`config.mk`:
```
export PLATFORM = sky130hd
export DESIGN_NAME = mc_seq_ctrl
export DESIGN_NICKNAME = d
export VERILOG_FILES = /design/src/rtl/mc_pkg.sv /design/src/rtl/op_classify.sv /design/src/rtl/mc_seq_ctrl.sv
export SDC_FILE = /design/constraint.sdc
export NUM_CORES = 1
export LEC_CHECK = 0
export CAP_MARGIN = 15
export CORE_AREA = 2 2 90 66
export CTS_CLUSTER_DIAMETER = 120
export CTS_CLUSTER_SIZE = 16
export DETAILED_ROUTE_END_ITERATION = 7
export DIE_AREA = 0 0 92 68
export SLEW_MARGIN = 20
export SYNTH_ARGS = -nofsm -noshare
export SYNTH_HDL_FRONTEND = slang
export SYNTH_SLANG_ARGS = --single-unit
```
`constraint.sdc`:
```
create_clock -name clk -period 5.83 [get_ports clk]
set_input_delay 0.8745 -clock clk [delete_from_list [all_inputs] [get_ports clk]]
set_output_delay 0.8745 -clock clk [all_outputs]
set_load 0.02 [all_outputs]
```
`src/rtl/mc_pkg.sv`:
```
// Shared definitions for the WISC multicycle sequencer: state encodings,
// opcode constants and the instruction class used by the decode logic.
package mc_pkg;

    typedef enum logic [2:0] {
        ST_FETCH  = 3'd0,
        ST_DECODE = 3'd1,
        ST_EXEC   = 3'd2,
        ST_MEM    = 3'd3,
        ST_WB     = 3'd4,
        ST_HALT   = 3'd7
    } state_t;

    typedef enum logic [2:0] {
        CLS_ALU  = 3'd0,
        CLS_LD   = 3'd1,
        CLS_ST   = 3'd2,
        CLS_STU  = 3'd3,
        CLS_BR   = 3'd4,
        CLS_LINK = 3'd5,
        CLS_NOP  = 3'd6,
        CLS_ILL  = 3'd7
    } cls_t;

    localparam logic [4:0] OP_HALT = 5'b00000;
    localparam logic [4:0] OP_NOP  = 5'b00001;
    localparam logic [4:0] OP_ILL  = 5'b00010;
    localparam logic [4:0] OP_NOP2 = 5'b00011;
    localparam logic [4:0] OP_ST   = 5'b10000;
    localparam logic [4:0] OP_LD   = 5'b10001;
    localparam logic [4:0] OP_STU  = 5'b10011;

endpackage

```
`src/rtl/op_classify.sv`:
```
// Opcode to instruction-class decoder. Purely combinational so the pipelined
// hazard unit can reuse it. HALT has no class of its own: it decodes as
// CLS_ILL and the sequencer tests OP_HALT ahead of the class.
module op_classify
    import mc_pkg::*;
(
    input  logic [4:0] opcode,
    output logic [2:0] cls
);

    cls_t cls_e;

    // Map each opcode group onto its execution class.
    always_comb begin
        cls_e = CLS_ILL;
        casez (opcode)
            OP_NOP, OP_NOP2:                  cls_e = CLS_NOP;
            5'b0010?, 5'b011??:               cls_e = CLS_BR;
            5'b0011?:                         cls_e = CLS_LINK;
            5'b010??, 5'b10010, 5'b101??,
            5'b11???:                         cls_e = CLS_ALU;
            OP_LD:                            cls_e = CLS_LD;
            OP_ST:                            cls_e = CLS_ST;
            OP_STU:                           cls_e = CLS_STU;
            default:                          cls_e = CLS_ILL;
        endcase
    end

    assign cls = cls_e;

endmodule

```
`src/rtl/mc_seq_ctrl.sv`:
```
// Multicycle sequencing controller: steps the shared datapath through
// FETCH/DECODE/EXEC/MEM/WB, with memory wait-state timeout, HALT/illegal
// trapping and a retired-instruction counter.
//
// state   | meaning
// FETCH   | imem request, load IR when memory ready
// DECODE  | classify opcode; NOP retires here, HALT/ILL trap
// EXEC    | one ALU cycle; branches retire here
// MEM     | data memory access, waits on mem_rdy
// WB      | register-file write and PC update
// HALT_ST | stopped; only reset leaves
module mc_seq_ctrl
    import mc_pkg::*;
#(
    parameter int TMO_W = 4,
    parameter int CNT_W = 16
) (
    input  logic             clk,
    input  logic             rst_n,
    input  logic [4:0]       opcode,
    input  logic             mem_rdy,
    output logic             imem_en,
    output logic             ir_ld,
    output logic             dmem_en,
    output logic             dmem_wr,
    output logic             rf_we,
    output logic             pc_ld,
    output logic             halted,
    output logic             err,
    output logic [CNT_W-1:0] retired,
    output logic [2:0]       state
);

    // The terminal step is the wait cycle that takes the counter to all-ones.
    localparam logic [TMO_W-1:0] TMO_PRE = {{(TMO_W-1){1'b1}}, 1'b0};

    state_t           state_q, state_d;
    cls_t             cls_q, cls_dec;
    logic [2:0]       cls_raw;
    logic [TMO_W-1:0] tmo_cnt;
    logic [CNT_W-1:0] retired_q;
    logic             err_q;
    logic             is_halt, waiting, tmo_tc;

    op_classify u_op_classify (
        .opcode (opcode),
        .cls    (cls_raw)
    );

    assign cls_dec = cls_t'(cls_raw);
    assign is_halt = (opcode == OP_HALT);
    assign waiting = ((state_q == ST_FETCH) || (state_q == ST_MEM)) && !mem_rdy;
    assign tmo_tc  = waiting && (tmo_cnt == TMO_PRE);

    // State register and decoded class.
    always_ff @(posedge clk or negedge rst_n) begin
        if (!rst_n) begin
            state_q <= ST_FETCH;
            cls_q   <= CLS_NOP;
        end else begin
            state_q <= state_d;
            if (state_q == ST_DECODE)
                cls_q <= cls_dec;
        end
    end

    // Next-state logic; a completing access takes priority over timeout.
    always_comb begin
        state_d = state_q;
        case (state_q)
            ST_FETCH: begin
                if (mem_rdy)     state_d = ST_DECODE;
                else if (tmo_tc) state_d = ST_HALT;
            end
            ST_DECODE: begin
                if (is_halt || cls_dec == CLS_ILL) state_d = ST_HALT;
                else if (cls_dec == CLS_NOP)       state_d = ST_FETCH;
                else                               state_d = ST_EXEC;
            end
            ST_EXEC: begin
                case (cls_q)
                    CLS_LD, CLS_ST, CLS_STU: state_d = ST_MEM;
                    CLS_ALU, CLS_LINK:       state_d = ST_WB;
                    default:                 state_d = ST_FETCH;
                endcase
            end
            ST_MEM: begin
                if (mem_rdy)     state_d = (cls_q == CLS_ST) ? ST_FETCH : ST_WB;
                else if (tmo_tc) state_d = ST_HALT;
            end
            ST_WB:   state_d = ST_FETCH;
            ST_HALT: state_d = ST_HALT;
            default: state_d = ST_FETCH;
        endcase
    end

    // Datapath enables; forced low while reset is held so an access aborts at once.
    always_comb begin
        imem_en = 1'b0;
        ir_ld   = 1'b0;
        dmem_en = 1'b0;
        dmem_wr = 1'b0;
        rf_we   = 1'b0;
        pc_ld   = 1'b0;
        if (rst_n) begin
            case (state_q)
                ST_FETCH: begin
                    imem_en = 1'b1;
                    ir_ld   = mem_rdy;
                end
                ST_DECODE: pc_ld = !is_halt && (cls_dec == CLS_NOP);
                ST_EXEC:   pc_ld = (cls_q == CLS_BR);
                ST_MEM: begin
                    dmem_en = 1'b1;
                    dmem_wr = (cls_q == CLS_ST) || (cls_q == CLS_STU);
                    pc_ld   = mem_rdy && (cls_q == CLS_ST);
                end
                ST_WB: begin
                    rf_we = 1'b1;
                    pc_ld = 1'b1;
                end
                default: ;
            endcase
        end
    end

    // Wait-state counter: cleared on entry to FETCH or MEM, counts stalled cycles.
    always_ff @(posedge clk or negedge rst_n) begin
        if (!rst_n)
            tmo_cnt <= '0;
        else if ((state_d != state_q) && (state_d == ST_FETCH || state_d == ST_MEM))
            tmo_cnt <= '0;
        else if (waiting)
            tmo_cnt <= tmo_cnt + 1'b1;
    end

    // Sticky fault flag: any trap into HALT_ST other than a HALT instruction.
    always_ff @(posedge clk or negedge rst_n) begin
        if (!rst_n)
            err_q <= 1'b0;
        else if (state_d == ST_HALT && state_q != ST_HALT &&
                 !(state_q == ST_DECODE && is_halt))
            err_q <= 1'b1;
    end

    // Retired count advances on the single PC update of each instruction.
    always_ff @(posedge clk or negedge rst_n) begin
        if (!rst_n)
            retired_q <= '0;
        else if (pc_ld)
            retired_q <= retired_q + 1'b1;
    end

    assign halted  = (state_q == ST_HALT);
    assign err     = err_q;
    assign retired = retired_q;
    assign state   = state_q;

endmodule
```
==> results.md <==
* Cell area after synthesis at 1620 µm²
* PostCTS Resize Cnt at 0
* Arrival time worst endpoint at 3.01 ns
* Gate Count Post-Synth at 164
* Worst path cell trace: clkdlybuf4s50_1 > nor4bb_1 > a32oi_1 > o21ai_1 > and2_1 > clkdlybuf4s50_1
* HP Class: flip-flop to flip-flop
* Final Cell Area at 2060 µm²
* Number of global-route vias before repair at 1255
* Area grow syn2layout at 27.4%
* CTS tree: built
* Row cnt at 23
* Fmax at 0.257 GHz
* First-pass GRT wire length at 6130 µm
* CP startpoint kind: input port
* Fin crit share at 0.667
* Setup TNS at 0 ns
* Final Non-Filler Cells at 271
* Most common cell on crit path: clkdlybuf4s50_1
* R2R Path End: retired[10]
* DR iter-0 viols at 33
* Skew final at 0.00339 ns
* CTS max path bufs at 2
* Fin crit period at 3.89 ns
* Static Leakage at 0.870 nW
* IR drop worst, VDD at 0.0000894 V
* Critical path required time at 4.96 ns
* I/O Buffers at 34
* Via count at 1311
* Root Driver: clkbuf_8
* Full die area at 6260 µm²
* Slowest CP cell: clkdlybuf4s50_1
* Total gr overflow at 0
* Initial core utilization at 0.296
* Max-cap check violation count at 0
* H-tree Lvls at 1
* Post-synth top flop: dfrtp_1
* FF-to-FF Start: state[1]
* GP Congestion at 0.763
* Status: complete, no violations
* Setup violations, final at 0
* Hold_ws at 0.470 ns
* Antenna violations before repair at 0
* CTS clk-pin slew, worst paths at 0.09 ns
* WHS Path Cells at 1
* Worst-Margin Slew at 0.583 ns
* CTS Hold Buffers Added at 0
* Synthesis-stage register bit count at 27
* Clk_lat worst skew at 0.27 ns
* Final layout net count at 208
* Slew Limit Fails at 0
* DRT antenna net count at 0
* Area post-placement at 2020 µm²
* Worst Reg2Reg Path Length in Cells at 6
* Via/cell ratio at 4.84
* DR WL/cell at 13.1 µm
* R2R Setup Slk at 3.38 ns
* CP peak stage delay at 0.65 ns
* Die width at 92 µm
* Dpl cells at 267
* CTS sink cnt at 27
* Sequential area share after synthesis at 0.419
* Number of diodes at 0
* Pre-Repair DR Iteration Count at 5
* Most frequent cells in the layout: 34 x clkdlybuf4s50_1, 25 x dfrtp_1, 13 x xor2_1, 10 x nor2_1, 10 x nand2_1
* CTS Buf Count at 3
* Top Ports at 35
* Share of post-route cells with drive strength above 1 at 0.0969
* Power per Cell Area at 152 nW/µm²
* Core area at 5470 µm²
* Routed WL at 3560 µm
* Largest net degree at the start of global routing at 21
* DRC violations left at 0
* Setup Fix Bufs, Post-CTS at 0
* Gr usage total at 0.126
* Hold EP: retired[15]
* Slew margin rel. at 0.611
* Syn_nets at 175
* Number of flops mapped to enable cells by yosys at 0
* Unique masters post-synth at 50
* Fraction of registers with async set/reset at 1.00
* Chip Height at 68 µm
* Synthesis Warnings at 0
* CP Class: input port to primary output
* Mapped Avg Cell Area at 9.88 µm²
* Most common cell after layout, fill and taps aside: clkdlybuf4s50_1
* Worst Setup End Kind: primary output
* Detailed-placement wirelength estimate at 2580 µm
* Worst Path Max Fanout at 7
* Start point of the worst min-delay path: retired[15]
* Final Core Density at 0.378
* Unrepaired setup endpoints after global routing: no
* Fillers at 548
* Endpoints failing hold at 0
Yosys cell counts (4+ instances only):
| master | instances | share of area |
|---|---|---|
| nor3_1 | 8 | 0.025 |
| xnor2_1 | 9 | 0.049 |
| nand3_1 | 7 | 0.022 |
| and2_1 | 5 | 0.019 |
| dfrtp_1 | 25 | 0.39 |
| nand2_1 | 10 | 0.023 |
| inv_1 | 4 | 0.0093 |
| nor2b_1 | 6 | 0.023 |
| a21oi_1 | 6 | 0.019 |
| xor2_1 | 13 | 0.070 |
| nand4_1 | 5 | 0.019 |
| nor2_1 | 10 | 0.023 |
how the worst max path moves through the flow:
stage | startpoint | end | slack, ns | cells after the start
floorplan | rst_n | ir_ld | 2.97 | 2
CTS | mem_rdy | pc_ld | 1.94 | 6
detailed placement | mem_rdy | pc_ld | 1.96 | 6
global route | mem_rdy | pc_ld | 1.75 | 6
global placement | mem_rdy | pc_ld | 1.99 | 6
finish | mem_rdy | pc_ld | 1.94 | 6
state kept, by name, summed over array words and instances (netlist names):
register  count
state         3
cls_q         3
tmo_cnt       4
err           1
retired      16
layout make-up:
class | count | area (µm²) | area share
timing repair buffer | 35 | 348 | 0.168
clock buffer | 4 | 45.0 | 0.0218
multi-input combinational | 126 | 885 | 0.428
inverter | 4 | 15.0 | 0.00727
tap | 75 | 93.8 | 0.0455
sequential | 27 | 678 | 0.328
per-stage QoR:
stage | worst slack, ns | power (mW)
after CTS | 1.94 | 0.324
after floorplan | 2.97 | 0.198
after global routing | 1.75 | 0.333
final | 1.94 | 0.315
after detailed placement | 1.96 | 0.211
after global placement | 1.99 | 0.211
metal layers:
layer / wire length, µm / track usage / up-vias
met5: 0 / 0 / -
met2: 1460 / 0.186 / 32
met3: 172 / 0.0297 / 4
met4: 36 / 0.0336 / 0
li1: - / - / 656
met1: 1890 / 0.184 / 619
where the power goes:
group	internal, mW	switching, mW
clock network	0.0491	0.0586
registers	0.189	0.00145
logic	0.00791	0.00908
cell families (layout without fill, tap and decap cells):
group,after synthesis,after routing,share of synthesized area
DFF,27,27,0.419
AOI/OAI and AO/OA,27,27,0.128
muxes,1,1,0.00695
xor gates and xnor gates,22,22,0.119
adders and majority gates,3,3,0.0232
and+or+nand+nor,73,73,0.269
buffers and inverters,11,43,0.0355
worst max-delay path: cells and delay by family:
family,cells,cell delay [ns]
AO/OA/AOI/OAI,2,0.23
buffers and inverters,2,1.23
AND/OR/NAND/NOR,2,0.67
Power figures use the tool's default switching activity.
